[src/rtl/bram_out_fifo_if.sv]
// Handshake bundle between the BRAM read side, the beat FIFO and the 32-bit sink.
interface bram_out_fifo_if;
   logic [63:0] din;
   logic        din_valid;
   logic        din_ready;
   logic [31:0] dout;
   logic        dout_valid;
   logic        dout_ready;
   logic        dout_last;

   // Driver side: produces words, consumes beats
   modport master (
      output din, din_valid, dout_ready,
      input  din_ready, dout, dout_valid, dout_last
   );

   // FIFO side: consumes words, produces beats
   modport slave (
      input  din, din_valid, dout_ready,
      output din_ready, dout, dout_valid, dout_last
   );
endinterface

[src/rtl/bram_out_fifo.sv]
// Buffers 64-bit BRAM words and emits each one as two 32-bit beats.
// Optional beat counter enabled by defining BRAM_OUT_FIFO_CNT_EN.
module bram_out_fifo #(
   parameter int unsigned DEPTH    = 2,
   parameter bit          HI_FIRST = 1'b1
) (
   input  logic            clk,
   input  logic            rst_n,
   input  logic            clr,
   bram_out_fifo_if.slave  bus,
   output logic [15:0]     beat_cnt
);

   localparam int unsigned PTR_W = $clog2(DEPTH);
   localparam int unsigned OCC_W = PTR_W + 1;
   localparam logic [OCC_W-1:0] DEPTH_OCC = OCC_W'(DEPTH);

   typedef enum logic [1:0] {
      ST_EMPTY  = 2'd0,
      ST_FIRST  = 2'd1,
      ST_SECOND = 2'd2
   } state_e;

   state_e             state_q, state_d;
   logic [OCC_W-1:0]   occ_q, occ_d;
   logic [PTR_W-1:0]   wr_ptr_q, wr_ptr_d;
   logic [PTR_W-1:0]   rd_ptr_q, rd_ptr_d;
   logic               din_ready_q, din_ready_d;
   logic               dout_valid_q, dout_valid_d;
   logic               dout_last_q, dout_last_d;
   logic [31:0]        dout_q, dout_d;
   logic [63:0]        mem_q [DEPTH];
   logic               push_c, pop_c, xfer_c;
   logic [63:0]        head_c;

   // Next-state, pointer/occupancy update and registered output computation
   always_comb begin
      state_d      = state_q;
      occ_d        = occ_q;
      wr_ptr_d     = wr_ptr_q;
      rd_ptr_d     = rd_ptr_q;
      xfer_c       = (state_q != ST_EMPTY) && bus.dout_ready && !clr;
      push_c       = bus.din_valid && din_ready_q && !clr;
      pop_c        = xfer_c && (state_q == ST_SECOND);
      head_c       = 64'h0;
      dout_d       = 32'h0;

      if (clr) begin
         state_d  = ST_EMPTY;
         occ_d    = '0;
         wr_ptr_d = '0;
         rd_ptr_d = '0;
      end else begin
         if (push_c) wr_ptr_d = wr_ptr_q + PTR_W'(1);
         if (pop_c)  rd_ptr_d = rd_ptr_q + PTR_W'(1);
         if (push_c && !pop_c)      occ_d = occ_q + OCC_W'(1);
         else if (!push_c && pop_c) occ_d = occ_q - OCC_W'(1);

         case (state_q)
            ST_EMPTY:  if (occ_d != '0) state_d = ST_FIRST;
            ST_FIRST:  if (xfer_c) state_d = ST_SECOND;
            ST_SECOND: if (xfer_c) state_d = (occ_d != '0) ? ST_FIRST : ST_EMPTY;
            default:   state_d = ST_EMPTY;
         endcase
      end

      // Head entry as it will read after this edge; bypass a word landing in the head slot
      head_c = (push_c && (wr_ptr_q == rd_ptr_d)) ? bus.din : mem_q[rd_ptr_d];

      case (state_d)
         ST_FIRST:  dout_d = HI_FIRST ? head_c[63:32] : head_c[31:0];
         ST_SECOND: dout_d = HI_FIRST ? head_c[31:0]  : head_c[63:32];
         default:   dout_d = 32'h0;
      endcase
      din_ready_d  = (occ_d < DEPTH_OCC);
      dout_valid_d = (state_d != ST_EMPTY);
      dout_last_d  = (state_d == ST_SECOND);
   end

   // Control state and output registers
   always_ff @(posedge clk or negedge rst_n) begin
      if (!rst_n) begin
         state_q      <= ST_EMPTY;
         occ_q        <= '0;
         wr_ptr_q     <= '0;
         rd_ptr_q     <= '0;
         din_ready_q  <= 1'b1;
         dout_valid_q <= 1'b0;
         dout_last_q  <= 1'b0;
         dout_q       <= 32'h0;
      end else begin
         state_q      <= state_d;
         occ_q        <= occ_d;
         wr_ptr_q     <= wr_ptr_d;
         rd_ptr_q     <= rd_ptr_d;
         din_ready_q  <= din_ready_d;
         dout_valid_q <= dout_valid_d;
         dout_last_q  <= dout_last_d;
         dout_q       <= dout_d;
      end
   end

   // Word storage, deliberately left without reset
   always_ff @(posedge clk) begin
      if (push_c) mem_q[wr_ptr_q] <= bus.din;
   end

   assign bus.din_ready  = din_ready_q;
   assign bus.dout_valid = dout_valid_q;
   assign bus.dout_last  = dout_last_q;
   assign bus.dout       = dout_q;

`ifdef BRAM_OUT_FIFO_CNT_EN
   logic [15:0] beat_cnt_q, beat_cnt_d;

   // Free-running beat counter, wraps naturally at 16 bits
   always_comb begin
      beat_cnt_d = beat_cnt_q;
      if (clr)         beat_cnt_d = 16'h0;
      else if (xfer_c) beat_cnt_d = beat_cnt_q + 16'd1;
   end

   // Beat counter register
   always_ff @(posedge clk or negedge rst_n) begin
      if (!rst_n) beat_cnt_q <= 16'h0;
      else        beat_cnt_q <= beat_cnt_d;
   end

   assign beat_cnt = beat_cnt_q;
`else
   assign beat_cnt = 16'h0;
`endif

endmodule
[src/flat_wrapper.sv]
// flat-port wrapper written by rule: the top's interface ports become plain ports
module bram_out_fifo_flat 
#(
   parameter int unsigned DEPTH    = 2,
   parameter bit          HI_FIRST = 1'b1
)
  (clk, rst_n, clr, beat_cnt, bus_din, bus_din_valid, bus_dout_ready, bus_din_ready, bus_dout, bus_dout_valid, bus_dout_last);
  bram_out_fifo_if bus_i ();
  input  logic clk;
  input  logic rst_n;
  input  logic clr;
  output logic [15:0] beat_cnt;
  input wire logic [$bits(bus_i.din)-1:0] bus_din;
  input wire logic [$bits(bus_i.din_valid)-1:0] bus_din_valid;
  input wire logic [$bits(bus_i.dout_ready)-1:0] bus_dout_ready;
  output wire logic [$bits(bus_i.din_ready)-1:0] bus_din_ready;
  output wire logic [$bits(bus_i.dout)-1:0] bus_dout;
  output wire logic [$bits(bus_i.dout_valid)-1:0] bus_dout_valid;
  output wire logic [$bits(bus_i.dout_last)-1:0] bus_dout_last;
  assign bus_i.din = bus_din;
  assign bus_i.din_valid = bus_din_valid;
  assign bus_i.dout_ready = bus_dout_ready;
  assign bus_din_ready = bus_i.din_ready;
  assign bus_dout = bus_i.dout;
  assign bus_dout_valid = bus_i.dout_valid;
  assign bus_dout_last = bus_i.dout_last;
  bram_out_fifo #(.DEPTH(DEPTH), .HI_FIRST(HI_FIRST)) u_core (.clk(clk), .rst_n(rst_n), .clr(clr), .bus(bus_i), .beat_cnt(beat_cnt));
endmodule
[config.mk]
export PLATFORM = sky130hd
export DESIGN_NAME = bram_out_fifo_flat
export DESIGN_NICKNAME = d
export VERILOG_FILES = /design/src/rtl/bram_out_fifo_if.sv /design/src/rtl/bram_out_fifo.sv /design/src/flat_wrapper.sv
export SDC_FILE = /design/constraint.sdc
export NUM_CORES = 1
export LEC_CHECK = 0
export CORE_MARGIN = 5
export CORE_UTILIZATION = 40
export CTS_CLUSTER_SIZE = 40
export DETAILED_ROUTE_END_ITERATION = 8
export PLACE_DENSITY = 0.66
export REMOVE_ABC_BUFFERS = 1
export SLEW_MARGIN = 20
export SYNTH_ARGS = -nofsm -noshare
export SYNTH_HDL_FRONTEND = slang
export SYNTH_SLANG_ARGS = --single-unit
[constraint.sdc]
create_clock -name clk -period 6.4 [get_ports clk]
set_input_delay 1.28 -clock clk [delete_from_list [all_inputs] [get_ports clk]]
set_output_delay 1.28 -clock clk [all_outputs]
set_load 0.01 [all_outputs]
* Yosys cells after proc, flatten, opt, wreduce, memory -nomap -nowiden
Memory sizes are Yosys's and may differ from the RTL's.
Cells that the tools add are included.
** Cells by class
- Add/subtract/negate cells :: 4
- Order comparisons :: 1
- Equal/unequal tests :: 5
- Mux-type cells :: 18
- Reductions and logical operators :: 16
** Operator list (number)
- 2-to-1 mux 64 bit :: 1
- case mux 32 bit (2 select lines) :: 1
- 2-to-1 mux 2 bit :: 8
- logical AND 1 bit :: 8
- nonzero test 2 bit :: 4
- 2-to-1 mux 1 bit :: 7
- case mux 2 bit (3 select lines) :: 1
- equality test 2 x 1 -> 1 bit, second input constant :: 2
- equality test 2 bit, second input constant :: 2
- zero test 1 bit :: 3
- adder 1 bit, second input constant :: 2
- adder 2 x 1 -> 2 bit, second input constant :: 1
- zero test 2 bit :: 1
- < comparator 2 bit, second input constant :: 1
- subtractor 2 x 1 -> 2 bit, second input constant :: 1
- equality test 1 bit :: 1
** Storage, ports and cells
- Register bits after elaboration :: 41
- Memory bits (writable) :: 128
- Input bits :: 69
- Output and inout port bits :: 51
- Logic and storage cells :: 53
- Memories :: 1
** Memory list
- u_core.mem_q :: depth 2, width 64, read ports 1, clocked after Yosys merged registers in 0, wr ports 1, RTL line bram_out_fifo.sv:32 : logic [63:0] mem_q [DEPTH];

* Longest topological paths before layout
Gate-level depths: netlist of run 1.
- Word-level depth :: 15
- Gate-level depth with buffers :: 11
- Depth with buffers taken out :: 8

* Worst setup path after synthesis of run 1
No wires, ideal clock.
- Kind :: input port to flip-flop
- Start :: in clr
- End :: mem u_core.mem_q[0][0] (enable)
- Setup time :: 564 ps
- Data arrival time :: 5897 ps
- Path slack :: -61 ps
- Stages on the path :: 2
- Buffers on the path :: 1
- Cell sequence :: clkbuf_1 -> nor3_1
** Between the ends
- Word-level cells in the longest chain between the ends :: 4
** Ends and longest elaborated chain
- from (decl) :: RTL line flat_wrapper.sv:11 : input logic clr;
- zero test 1 bit :: RTL line bram_out_fifo.sv:43 : push_c = bus.din_valid && din_ready_q && !clr;
- logical AND 1 bit :: RTL line bram_out_fifo.sv:43
- 2-to-1 mux 1 bit :: RTL line bram_out_fifo.sv:105 : if (push_c) mem_q[wr_ptr_q] <= bus.din;
- 2-to-1 mux 1 bit (implied by the code) :: RTL line bram_out_fifo.sv:105
- to (decl) :: RTL line bram_out_fifo.sv:32
Every way passes these cells.

* Worst setup path in the final report of run 1
- Start :: in clr
- End :: reg u_core.dout_q[20] (netlist: u_core.bus.dout[20])
** Between the ends
- Word-level cells in the longest chain between the ends :: 14
- Elaborated cells on any way between the ends :: 27
** Ends and longest elaborated chain
- zero test 1 bit :: RTL line bram_out_fifo.sv:42, bram_out_fifo.sv:43
- logical AND 1 bit, on equally long branches :: RTL line bram_out_fifo.sv:43, bram_out_fifo.sv:42
- zero test 1 bit or logical AND 1 bit (tied branches) :: RTL line bram_out_fifo.sv:57, bram_out_fifo.sv:44
- logical AND 1 bit or zero test 1 bit (tied branches) :: RTL line bram_out_fifo.sv:57, bram_out_fifo.sv:56
- 2-to-1 mux 2 bit or logical AND 1 bit (tied branches) :: RTL line bram_out_fifo.sv:57, bram_out_fifo.sv:56
- 2-to-1 mux 2 bit :: RTL line bram_out_fifo.sv:56 : if (push_c && !pop_c) occ_d = occ_q + OCC_W'(1);
- 2-to-1 mux 2 bit :: RTL line bram_out_fifo.sv:48 : if (clr) begin
- nonzero test 2 bit :: RTL line bram_out_fifo.sv:60, bram_out_fifo.sv:62
- 2-to-1 mux 1 bit :: RTL line bram_out_fifo.sv:62 : ST_SECOND: if (xfer_c) state_d = (occ_d != '0) ? ST_FIRST : ST_EMPTY;
- 2-to-1 mux 2 bit :: RTL line bram_out_fifo.sv:62
- case mux 2 bit (3 select lines) :: RTL line bram_out_fifo.sv:59 : case (state_q)
- 2-to-1 mux 2 bit :: RTL line bram_out_fifo.sv:48
- equality test 2 bit or equality test 2 x 1 -> 1 bit (tied branches) :: RTL line bram_out_fifo.sv:70 : case (state_d)
- case mux 32 bit (2 select lines) * :: RTL line bram_out_fifo.sv:70
- net u_core.dout_d[20] :: RTL line bram_out_fifo.sv:31 : logic [31:0] dout_q, dout_d;
- to (signal assigned) :: RTL line bram_out_fifo.sv:99 : dout_q <= dout_d;
- to (decl) :: RTL line bram_out_fifo.sv:31
Mark *: on every way through the listed nets, which the timed path passes. The rest lies on a longest branch. The select of a mux whose other input is x is not followed.
A chain may end at the register's enable or synchronous reset.

==> impl_metrics.tcl, run 1 <==
set metrics [dict create \
    yosys_register_bits 169 \
    io_buffer_count 103 \
    detail-route-antenna-nets 0 \
    synth_area_per_cell_um2 16.36 \
    fp.dieW_um 142.8 \
    p_leak_nw 3.515 \
    fmaxAchievable_mhz 224.8 \
    numCtsBuffers 17 \
    syn_inst 431 \
    outcome "finished, final reports clean" \
    slew_headroom_pct 32.04 \
    grt_max_degree 65 \
    switching_share_pct 24.47 \
    min_path_type "reg -> reg" \
    cp-startpoint "clr" \
    crit_path_end "u_core.bus.dout[20]$_DFF_PN0_" \
    grt_use_total_pct 15.72 \
    cp-end-kind "flop" \
    r2r_start "u_core.bus.din_ready$_DFF_PN1_" \
    yosys.area.top_type_share_pct 54.52 \
    hpwlAfterDp_um 9302 \
    grt_pass1_wl_um 24050 \
    final_area_mm2 0.008721 \
    remaining_drc_errors 0 \
    power.internal_mw 2.157 \
    setup.worst_path.class "in -> reg" \
    finalWeightedCongestion 0.7211 \
    start_util_pct 40.76 \
    drtIter0Drc 285 \
    netlist_area_mm2 0.007051 \
    max-vdd-ir-drop_mv 0.2210 \
    pre_cts_slack_ns 1.522 \
    ctsResizeCount 0 \
    power_frac_clock_pct 38.4 \
    drv_slew 0 \
    fillers 1425 \
    p_comb_share_pct 15.7 \
    wirelength_um 15840 \
    postCtsHoldBufs 0 \
    drive_gt1_share_pct 9.480 \
    worstMarginPinSlew_ns 1.017 \
    fin_crit_ns 4.449 \
    coreArea_mm2 0.01730 \
    synthDistinctLibCells 42 \
    top_level_ports 120 \
    setup-tns-final_ns 0 \
    rsz0062_at_grt "no" \
    cts_max_level 4 \
    power_switching_uw 699.0 \
    fin_ws_ns 1.951 \
    finClkSkew_ns 0.006718 \
    cts_tree "built" \
    r2r_slack_ns 3.03 \
    wl_per_cell_um 20.75 \
    antenna_found_initial 1 \
    p_seq_share_pct 46.0 \
    yosysWarnings 0 \
    ys_top_cells_by_area "edfxtp_1 55%, dfrtp_1 14%, mux2i_1 8.9%" \
    yosysSeqAreaShare_pct 69.09 \
    insertion_delay_ns 0.43 \
    die_area_mm2 0.02038 \
    power.density_mw_per_mm2 327.5 \
    num_vias 4186 \
    fin_crit_sh_pct 69.52 \
    ff2ff_path_depth 9 \
    setup_violations 0 \
    clk_path_buf_depth 2 \
    path_clk_slew_ns 0.06 \
    postCtsSetupRepairBufs 0 \
    fin_nets 598 \
    root_buffer "clkbuf_16" \
    dpl_cell_area_mm2 0.008084 \
    ys.flop_type "edfxtp_1" \
    fp-row-count 48 \
    synth_top_area_cell "edfxtp_1" \
    start_kind "primary input" \
    cap_violations 0 \
    cts.sinks 169 \
    drt_first_pass_iters 4 \
    required_ns 6.66 \
    rr_endpoint "u_core.bus.dout[20]$_DFF_PN0_" \
    synth_edf_count 128 \
    synthArstFlopShare_pct 24.26 \
    grt_pass1_vias 4385 \
    critical_path_arrival_ns 4.71 \
    area_growth_pct 23.69 \
    die_h_um 142.8 \
    hold_viol 0 \
    vias_per_cell 5.486 \
    grt.overflow.total 0 \
    worstPathMaxFanout 34 \
    diodes 0 \
]
-- cells by family after synthesis --
kind of cell | Yosys count | share of synthesized area, %
AOI/OAI and AO/OA | 71 | 8.678
xor gates and xnor gates | 6 | 0.9582
adders and majority gates | 4 | 0.7099
buffers and inverters | 53 | 5.803
DFF | 169 | 69.09
muxes | 66 | 9.636
other | 1 | 0.05319
and+or+nand+nor | 61 | 5.076
-- synth_stat cells (2+ instances only) --
library cell and n:
a21o_1 2, a21oi_1 2, a22o_1 31, a31oi_1 2
and2_1 2, and2b_1 2, and3_1 2, buf_12 7
buf_2 5, buf_4 16, buf_6 4, clkbuf_1 15
dfrtp_1 40, edfxtp_1 128, ha_1 4, inv_1 4
mux2i_1 63, nand2_1 10, nand4_1 31, nor2_1 4
nor3_1 3, o221ai_1 31, xnor2_1 4
-- state kept, by name (all words and copies together), names as in the netlist --
| register | count |
|---|---|
| u_core.bus.din_ready | 1 |
| u_core.bus.dout_last | 1 |
| u_core.mem_q | 128 |
| u_core.occ_q | 2 |
| u_core.rd_ptr_q | 1 |
| u_core.bus.dout_valid | 1 |
| u_core.wr_ptr_q | 1 |
| u_core.state_q | 2 |
| u_core.bus.dout | 32 |
-- power by group through the flow --
| stage | Sequential, mW | Combinational, mW | Clock [mW] |
|---|---|---|---|
| floorplan | 1.34 | 0.221 | 0 |
| detailed placement | 1.33 | 0.453 | 0 |
| finish | 1.31 | 0.447 | 1.10 |
| global route | 1.32 | 0.483 | 1.16 |
| CTS | 1.31 | 0.454 | 1.11 |
| global placement | 1.33 | 0.442 | 0 |
-- placed cells by master, fill, tap and decap left out, types with 4 or more instances in the layout --
master           Yosys  routed
clkbuf_16            0      17
xnor2_1              4       4
clkdlybuf4s50_1      0     102
clkinv_2             0       4
o221ai_1            31      31
conb_1               1      16
a22o_1              31      31
dfrtp_1             40      40
inv_1                4       4
nand2_1             10      10
mux2i_1             63      63
nand4_1             31      31
buf_4               16       6
bufinv_16            0       5
edfxtp_1           128     128
-- metrics by stage --
step           total power, mW  std cells  utilization (%)  hold slack, ns
2_1_floorplan            1.566        398                -          0.5180
3_3_place_gp             1.775        731            46.72          0.5398
3_5_place_dp             1.788        731            46.74          0.5559
4_1_cts                  2.878        763            50.41          0.5702
5_1_grt                  2.966        763            50.42          0.5968
6_report                 2.856        763            50.42          0.5618
-- worst min-delay path by stage --
| stage | endpoint | cells after the start | from |
|---|---|---|---|
| final | u_core.bus.dout[4]$_DFF_PN0_ | 2 | u_core.mem_q[1][4]$_DFFE_PP_ |
| after global routing | u_core.bus.dout[0]$_DFF_PN0_ | 2 | u_core.mem_q[0][0]$_DFFE_PP_ |
| after CTS | u_core.bus.dout[5]$_DFF_PN0_ | 2 | u_core.mem_q[1][5]$_DFFE_PP_ |
| after detailed placement | u_core.bus.dout[5]$_DFF_PN0_ | 2 | u_core.mem_q[1][5]$_DFFE_PP_ |
| after global placement | u_core.bus.dout[14]$_DFF_PN0_ | 2 | u_core.mem_q[1][14]$_DFFE_PP_ |
| after floorplan | u_core.bus.dout[14]$_DFF_PN0_ | 2 | u_core.mem_q[1][14]$_DFFE_PP_ |
-- critical path: stages --
cell and delay [ns]:
clkdlybuf4s50_1 0.75, and4bb_2 0.33, xnor2_1 0.12, or3_1 0.34, a31oi_1 0.34, ha_1 0.30
buf_4 0.27, nand2_1 0.12, a21o_2 0.59, o221ai_1 0.24
-- metal layers --
layer  vias to the layer above  track usage [%]  share of wire, %  wire length [µm]
met5                         -                0             0.069                11
met4                         2            5.303               1.4               214
met3                        21            4.186               6.7              1066
met2                       144            26.56                50              7920
met1                      2144            19.69                42              6624
li1                       1875                -                 -                 -
-- final cells by class --
cell class                      count  area, µm²  share of cell area, %
Sequential cell                   169       4871                  55.85
Clock inverter                     13      201.4                  2.310
Clock buffer                       19      432.9                  4.964
Tap cell                          225      281.5                  3.228
Timing Repair Buffer              108       1066                  12.22
Multi-Input combinational cell    224       1849                  21.21
Inverter                            5      18.77                 0.2152
No activity file was read; power rests on OpenSTA's default activity.
==> inputs of run 2 (changes only) <==
PLACE_DENSITY = 0.68   (was 0.66)
clock period = 3.85 ns   (was 6.4 ns; I/O delays follow)
==> impl_metrics.tcl, run 2 (same netlist as run 1, synthesis figures left out) <==
set metrics [dict create \
    crit_buf_inv 2 \
    hold_viol 0 \
    regMostFlops "u_core.mem_q" \
    total_power_mw 4.508 \
    finClkSkew_ns 0.009439 \
    min_path_type "in -> async" \
    final_common_cell "edfxtp_1" \
    fp-row-count 48 \
    final_util_pct 50.68 \
    crit_path_cell_trace "clkdlybuf4s50_1, and4bb_2, xnor2_1, or3_1, a31oi_1, ha_2, nand2_1, a21o_1, buf_4, o221ai_1" \
    drt_first_pass_iters 5 \
    crit_path_end "u_core.bus.dout[12]$_DFF_PN0_" \
    drtIter0Drc 252 \
    detail-route-antenna-nets 0 \
    hpwlAfterDp_um 10020 \
    cp-startpoint "bus_dout_ready" \
    r2r_slack_ns 1.21 \
    worst-path-stages 10 \
    outcome "finished, final reports clean" \
    wirelength_um 15910 \
    coreArea_mm2 0.01730 \
    grt.overflow.total 0 \
    required_ns 4.14 \
    worstMarginPinSlew_ns 0.6497 \
    ctsResizeCount 0 \
    setup_violations 0 \
    layout_common_cells "128 x edfxtp_1, 102 x clkdlybuf4s50_1, 63 x mux2i_1, 40 x dfrtp_1" \
    path_clk_slew_ns 0.07 \
    setup.worst_path.class "in -> reg" \
    fp.dieW_um 142.8 \
    num_vias 4176 \
    r2r_start "u_core.state_q[0]$_DFF_PN0_" \
    critical_path_arrival_ns 3.32 \
    fin_nets 612 \
    numCtsBuffers 17 \
    area_growth_pct 24.33 \
    rr_endpoint "u_core.bus.dout[12]$_DFF_PN0_" \
    largest_register_ffs 128 \
    insertion_delay_ns 0.43 \
    drv_slew 0 \
    max-vdd-ir-drop_mv 0.3407 \
    diodes 0 \
    cap_violations 0 \
    clk_path_buf_depth 2 \
    max_stage_delay_ns 0.53 \
    remaining_drc_errors 0 \
    io_buffer_count 103 \
    cts.sinks 169 \
    wl_per_cell_um 20.48 \
    vias_per_cell 5.375 \
    die_h_um 142.8 \
    antenna_found_initial 0 \
    fin_crit_sh_pct 78.92 \
    slew_headroom_pct 56.69 \
    grt_pass1_wl_um 24050 \
    worstPathMaxFanout 17 \
    root_buffer "clkbuf_16" \
    fmaxAchievable_mhz 329.1 \
    start_kind "primary input" \
    postCtsSetupRepairBufs 0 \
    ff2ff_path_depth 9 \
    die_area_mm2 0.02038 \
    start_util_pct 40.76 \
    cts_max_level 4 \
    power.density_mw_per_mm2 514.3 \
    grt_pass1_vias 4334 \
    grt_use_total_pct 15.79 \
    postCtsHoldBufs 0 \
    finalWeightedCongestion 0.7522 \
    p_leak_nw 3.558 \
    cp_slowest_cell "clkdlybuf4s50_1" \
    critical_path.top_delay_family "buffers and inverters" \
    drive_gt1_share_pct 11.78 \
    cts_tree "built" \
    grt_max_degree 46 \
    fin_crit_ns 3.038 \
    setup-tns-final_ns 0 \
    cp-end-kind "flop" \
    rsz0062_at_grt "no" \
    top_level_ports 120 \
]
[run 2: cell types whose count changed in the layout (fill, tap and decap cells not counted), sizes merged]
cell,previous run,this run
clkinv,5,10
buf,6,20
clkbuf,19,18
clkinvlp,3,1
inv,5,8
bufinv,5,0
[run 2: layout make-up]
cell class                 instances  area [µm²]
timing repair buffer             122        1209
inverter                           5       18.77
multi-input combinational        224        1849
sequential                       169        4871
fill                            1454        8531
clock inverter                    14       97.59
clock buffer                      18       439.2
tap                              225       281.5
[run 2: per-stage QoR]
stage / setup slack, ns / instance area (µm²) / cells / hold WS (ns)
3_5_place_dp: 0.3769 / 8227 / 745 / 0.5571
2_1_floorplan: -2.024 / 6716 / 398 / 0.4744
4_1_cts: 0.8448 / 8763 / 777 / 0.5590
3_3_place_gp: 0.4823 / 8227 / 745 / 0.5366
6_report: 0.8116 / 8766 / 777 / 0.3482
5_1_grt: 0.6845 / 8766 / 777 / 0.3832
[run 2: per-layer routing]
metal | vias to the layer above | share of wire [%] | GRT usage [%]
li1 | 1906 | - | -
met2 | 132 | 53 | 27.08
met5 | - | 0 | 0
met4 | 0 | 1.2 | 5.303
met3 | 20 | 5.1 | 4.220
met1 | 2118 | 41 | 19.42
[run 2: power breakdown]
part	switching [mW]	internal, mW
Combinational	0.442	0.354
Clock	0.692	0.842
Sequential	0.0554	2.12
Total	1.19	3.32
[run 2: worst min path at each step]
stage / from / to / depth (start not counted)
final: rst_n / u_core.bus.dout_valid$_DFF_PN0_ / 1
after global routing: rst_n / u_core.bus.dout_valid$_DFF_PN0_ / 1
after CTS: rst_n / u_core.bus.dout_valid$_DFF_PN0_ / 1
after detailed placement: u_core.mem_q[0][14]$_DFFE_PP_ / u_core.bus.dout[14]$_DFF_PN0_ / 2
after global placement: u_core.mem_q[1][14]$_DFFE_PP_ / u_core.bus.dout[14]$_DFF_PN0_ / 2
after floorplan: rst_n / u_core.bus.dout[0]$_DFF_PN0_ / 0
==> RTL change (flow settings as in run 2) <==
`dout_q` no longer has a reset.
--- a/src/rtl/bram_out_fifo.sv
+++ b/src/rtl/bram_out_fifo.sv
@@ -87,7 +87,6 @@
          din_ready_q  <= 1'b1;
          dout_valid_q <= 1'b0;
          dout_last_q  <= 1'b0;
-         dout_q       <= 32'h0;
       end else begin
          state_q      <= state_d;
          occ_q        <= occ_d;
@@ -96,8 +95,11 @@
          din_ready_q  <= din_ready_d;
          dout_valid_q <= dout_valid_d;
          dout_last_q  <= dout_last_d;
-         dout_q       <= dout_d;
       end
+   end
+
+   always_ff @(posedge clk) begin
+      dout_q <= dout_d;
    end
 
    // Word storage, deliberately left without reset
Behaviour: not the same (a bounded check fails within 4 cycles, from zero or initial values and one cycle with rst_n low).
==> RTL change against run 2 <==
Area after synthesis down 2.3%; hold slack better by 0.20 ns; first-iteration DRC count up 20%; critical path depth unchanged; total power up 2.7%; clock power up 8%; sequential cell count unchanged; worst setup slack worse by 0.082 ns; final area down 1.0%; wire length down 3.6%; fmax down 2.6%; largest cell class unchanged; largest power group unchanged.
==> RTL change: results (changes against run 2) <==
<table>
<tr><th>Metric</th><th>Value</th></tr>
<tr><th colspan="2">Run status</th></tr>
<tr><td>Status</td><td>completed</td></tr>
<tr><th colspan="2">Power</th></tr>
<tr><td>Internal power consumption</td><td>3.47 mW (+4.7%)</td></tr>
<tr><td>Leakage component of the power</td><td>3.40 nW (-4.5%)</td></tr>
<tr><td>Peak VDD IR</td><td>302 uV (-11%)</td></tr>
<tr><th colspan="2">Yosys</th></tr>
<tr><td>Share of synthesized registers carrying an async set or reset</td><td>0.0533 (-0.189)</td></tr>
<tr><td>Cell types with the largest area share after synthesis</td><td>edfxtp_1 56%, dfxtp_1 9.3%, mux2i_1 9.2%</td></tr>
<tr><td>Share of synthesized area occupied by flip-flops and latches</td><td>0.684 (-0.00719)</td></tr>
<tr><td>Post-Synthesis Mean Instance Area</td><td>16.0 um^2 (-2.3%)</td></tr>
<tr><th colspan="2">Critical path</th></tr>
<tr><td>Worst setup path startpoint</td><td>clr</td></tr>
<tr><td>Maximum fanout along the worst path</td><td>31 (+14)</td></tr>
<tr><td>Slack of the worst reg-to-reg path</td><td>1.13 ns (-0.08 ns)</td></tr>
<tr><td>Top cell family by delay on the critical path</td><td>compound AO/OA/AOI/OAI gates</td></tr>
<tr><td>Arrival time at the worst endpoint</td><td>3.44 ns (+0.12 ns)</td></tr>
<tr><td>Crit-path max cell delay</td><td>0.49 ns (-0.04 ns)</td></tr>
<tr><th colspan="2">Placement</th></tr>
<tr><td>Final HPWL from detailed placement</td><td>9650 um (-3.7%)</td></tr>
<tr><td>Number of placed instances, taps included</td><td>743 (-0.27%)</td></tr>
<tr><td>Routability Congestion</td><td>0.752 (about the same)</td></tr>
<tr><th colspan="2">Floorplan</th></tr>
<tr><td>CORE AREA</td><td>0.0171 mm^2 (-1.0%)</td></tr>
<tr><th colspan="2">Routing</th></tr>
<tr><td>Total routed wirelength</td><td>15,300 um (-3.6%)</td></tr>
<tr><td>DR vias</td><td>4,153 (-0.55%)</td></tr>
<tr><td>Total iterations of the first detailed-routing run</td><td>4 (-1)</td></tr>
<tr><th colspan="2">STA</th></tr>
<tr><td>Worst hold margin</td><td>0.553 ns (+0.205 ns)</td></tr>
<tr><td>Setup Skew</td><td>0.00862 ns (-0.000819 ns)</td></tr>
<tr><td>Headroom to the max-slew limit</td><td>0.608 (+0.0410)</td></tr>
<tr><th colspan="2">Final layout</th></tr>
<tr><td>Net count, final</td><td>610 (-0.33%)</td></tr>
<tr><td>Fraction of final layout cells sized beyond drive strength 1</td><td>0.111 (-0.00684)</td></tr>
<tr><td>Non-filler cells, final</td><td>775 (-0.26%)</td></tr>
<tr><td>Filler Cells Inserted</td><td>1,429 (-1.7%)</td></tr>
<tr><th colspan="2">GRT</th></tr>
<tr><td>Antenna violations before repair</td><td>1 (+1)</td></tr>
<tr><td>Number of global-route vias before repair</td><td>4,340 (+0.14%)</td></tr>
<tr><td>Wire length of the first global-routing pass</td><td>23,500 um (-2.3%)</td></tr>
<tr><th colspan="2">Clocking</th></tr>
<tr><td>Maximum count of clock buffers along a single path</td><td>2 (unchanged)</td></tr>
</table>
==> RTL change: power groups by stage <==
stage / combinational (mW) / sequential, mW / clock (mW)
CTS: 0.808 / 2.17 / 1.69
detailed placement: 0.805 / 2.21 / 0
floorplan: 0.367 / 2.23 / 0
global route: 0.861 / 2.18 / 1.77
finish: 0.803 / 2.17 / 1.65
global placement: 0.791 / 2.21 / 0
==> RTL change: kinds of logic (layout without fill, tap and decap cells) <==
family / count (synthesis) / count (layout) / share of synthesized area
AO/OA/AOI/OAI: 71 / 71 / 0.0888
XOR/XNOR: 6 / 6 / 0.00981
adder cells (fa/ha/maj): 4 / 4 / 0.00726
buffers and inverters: 53 / 157 / 0.0594
flip-flops: 169 / 169 / 0.684
multiplexers: 66 / 66 / 0.0986
other: 1 / 16 / 0.000544
AND/OR/NAND/NOR: 61 / 61 / 0.0519
==> RTL change: layout make-up <==
| cell class | instances | area share |
|---|---|---|
| Clock buffer | 21 | 0.0531 |
| Clock inverter | 11 | 0.0140 |
| Inverter | 5 | 0.00216 |
| Multi-Input combinational cell | 224 | 0.213 |
| Sequential cell | 169 | 0.543 |
| Tap cell | 225 | 0.0324 |
| Timing Repair Buffer | 120 | 0.142 |
==> RTL change: worst reg2reg max path, stage by stage, from the launching register on <==
cell and delay (ns):
dfrtp_1 0.42, and4bb_2 0.35, xnor2_1 0.08, or3_1 0.32, a31oi_1 0.33, ha_2 0.44, nand2_1 0.10, a21o_1 0.19
buf_12 0.18, o221ai_1 0.23
==> RTL change: worst paths after layout <==
kind | to | cells after the start
worst max-delay path | u_core.bus.dout[30]$_DFF_P_ | 10
worst min-delay path | u_core.bus.dout[16]$_DFF_P_ | 2
min in group asynchronous | u_core.state_q[1]$_DFF_PN0_ | 1
worst max register to register | u_core.bus.dout[30]$_DFF_P_ | 9
max in group asynchronous | u_core.bus.din_ready$_DFF_PN1_ | 1
worst min register to register | u_core.bus.dout[16]$_DFF_P_ | 2
==> RTL change: routing by layer <==
metal  global-route usage  share of wire
met1                0.190           0.41
met2                0.257           0.50
met3               0.0485          0.076
met4               0.0561          0.012
met5                    0         0.0013
==> RTL change: per-stage QoR <==
step | area, um^2 | setup slack [ns]
global placement | 8090 | 0.406
global route | 8680 | 0.653
floorplan | 6560 | -2.02
CTS | 8680 | 0.758
detailed placement | 8090 | 0.307
finish | 8680 | 0.730
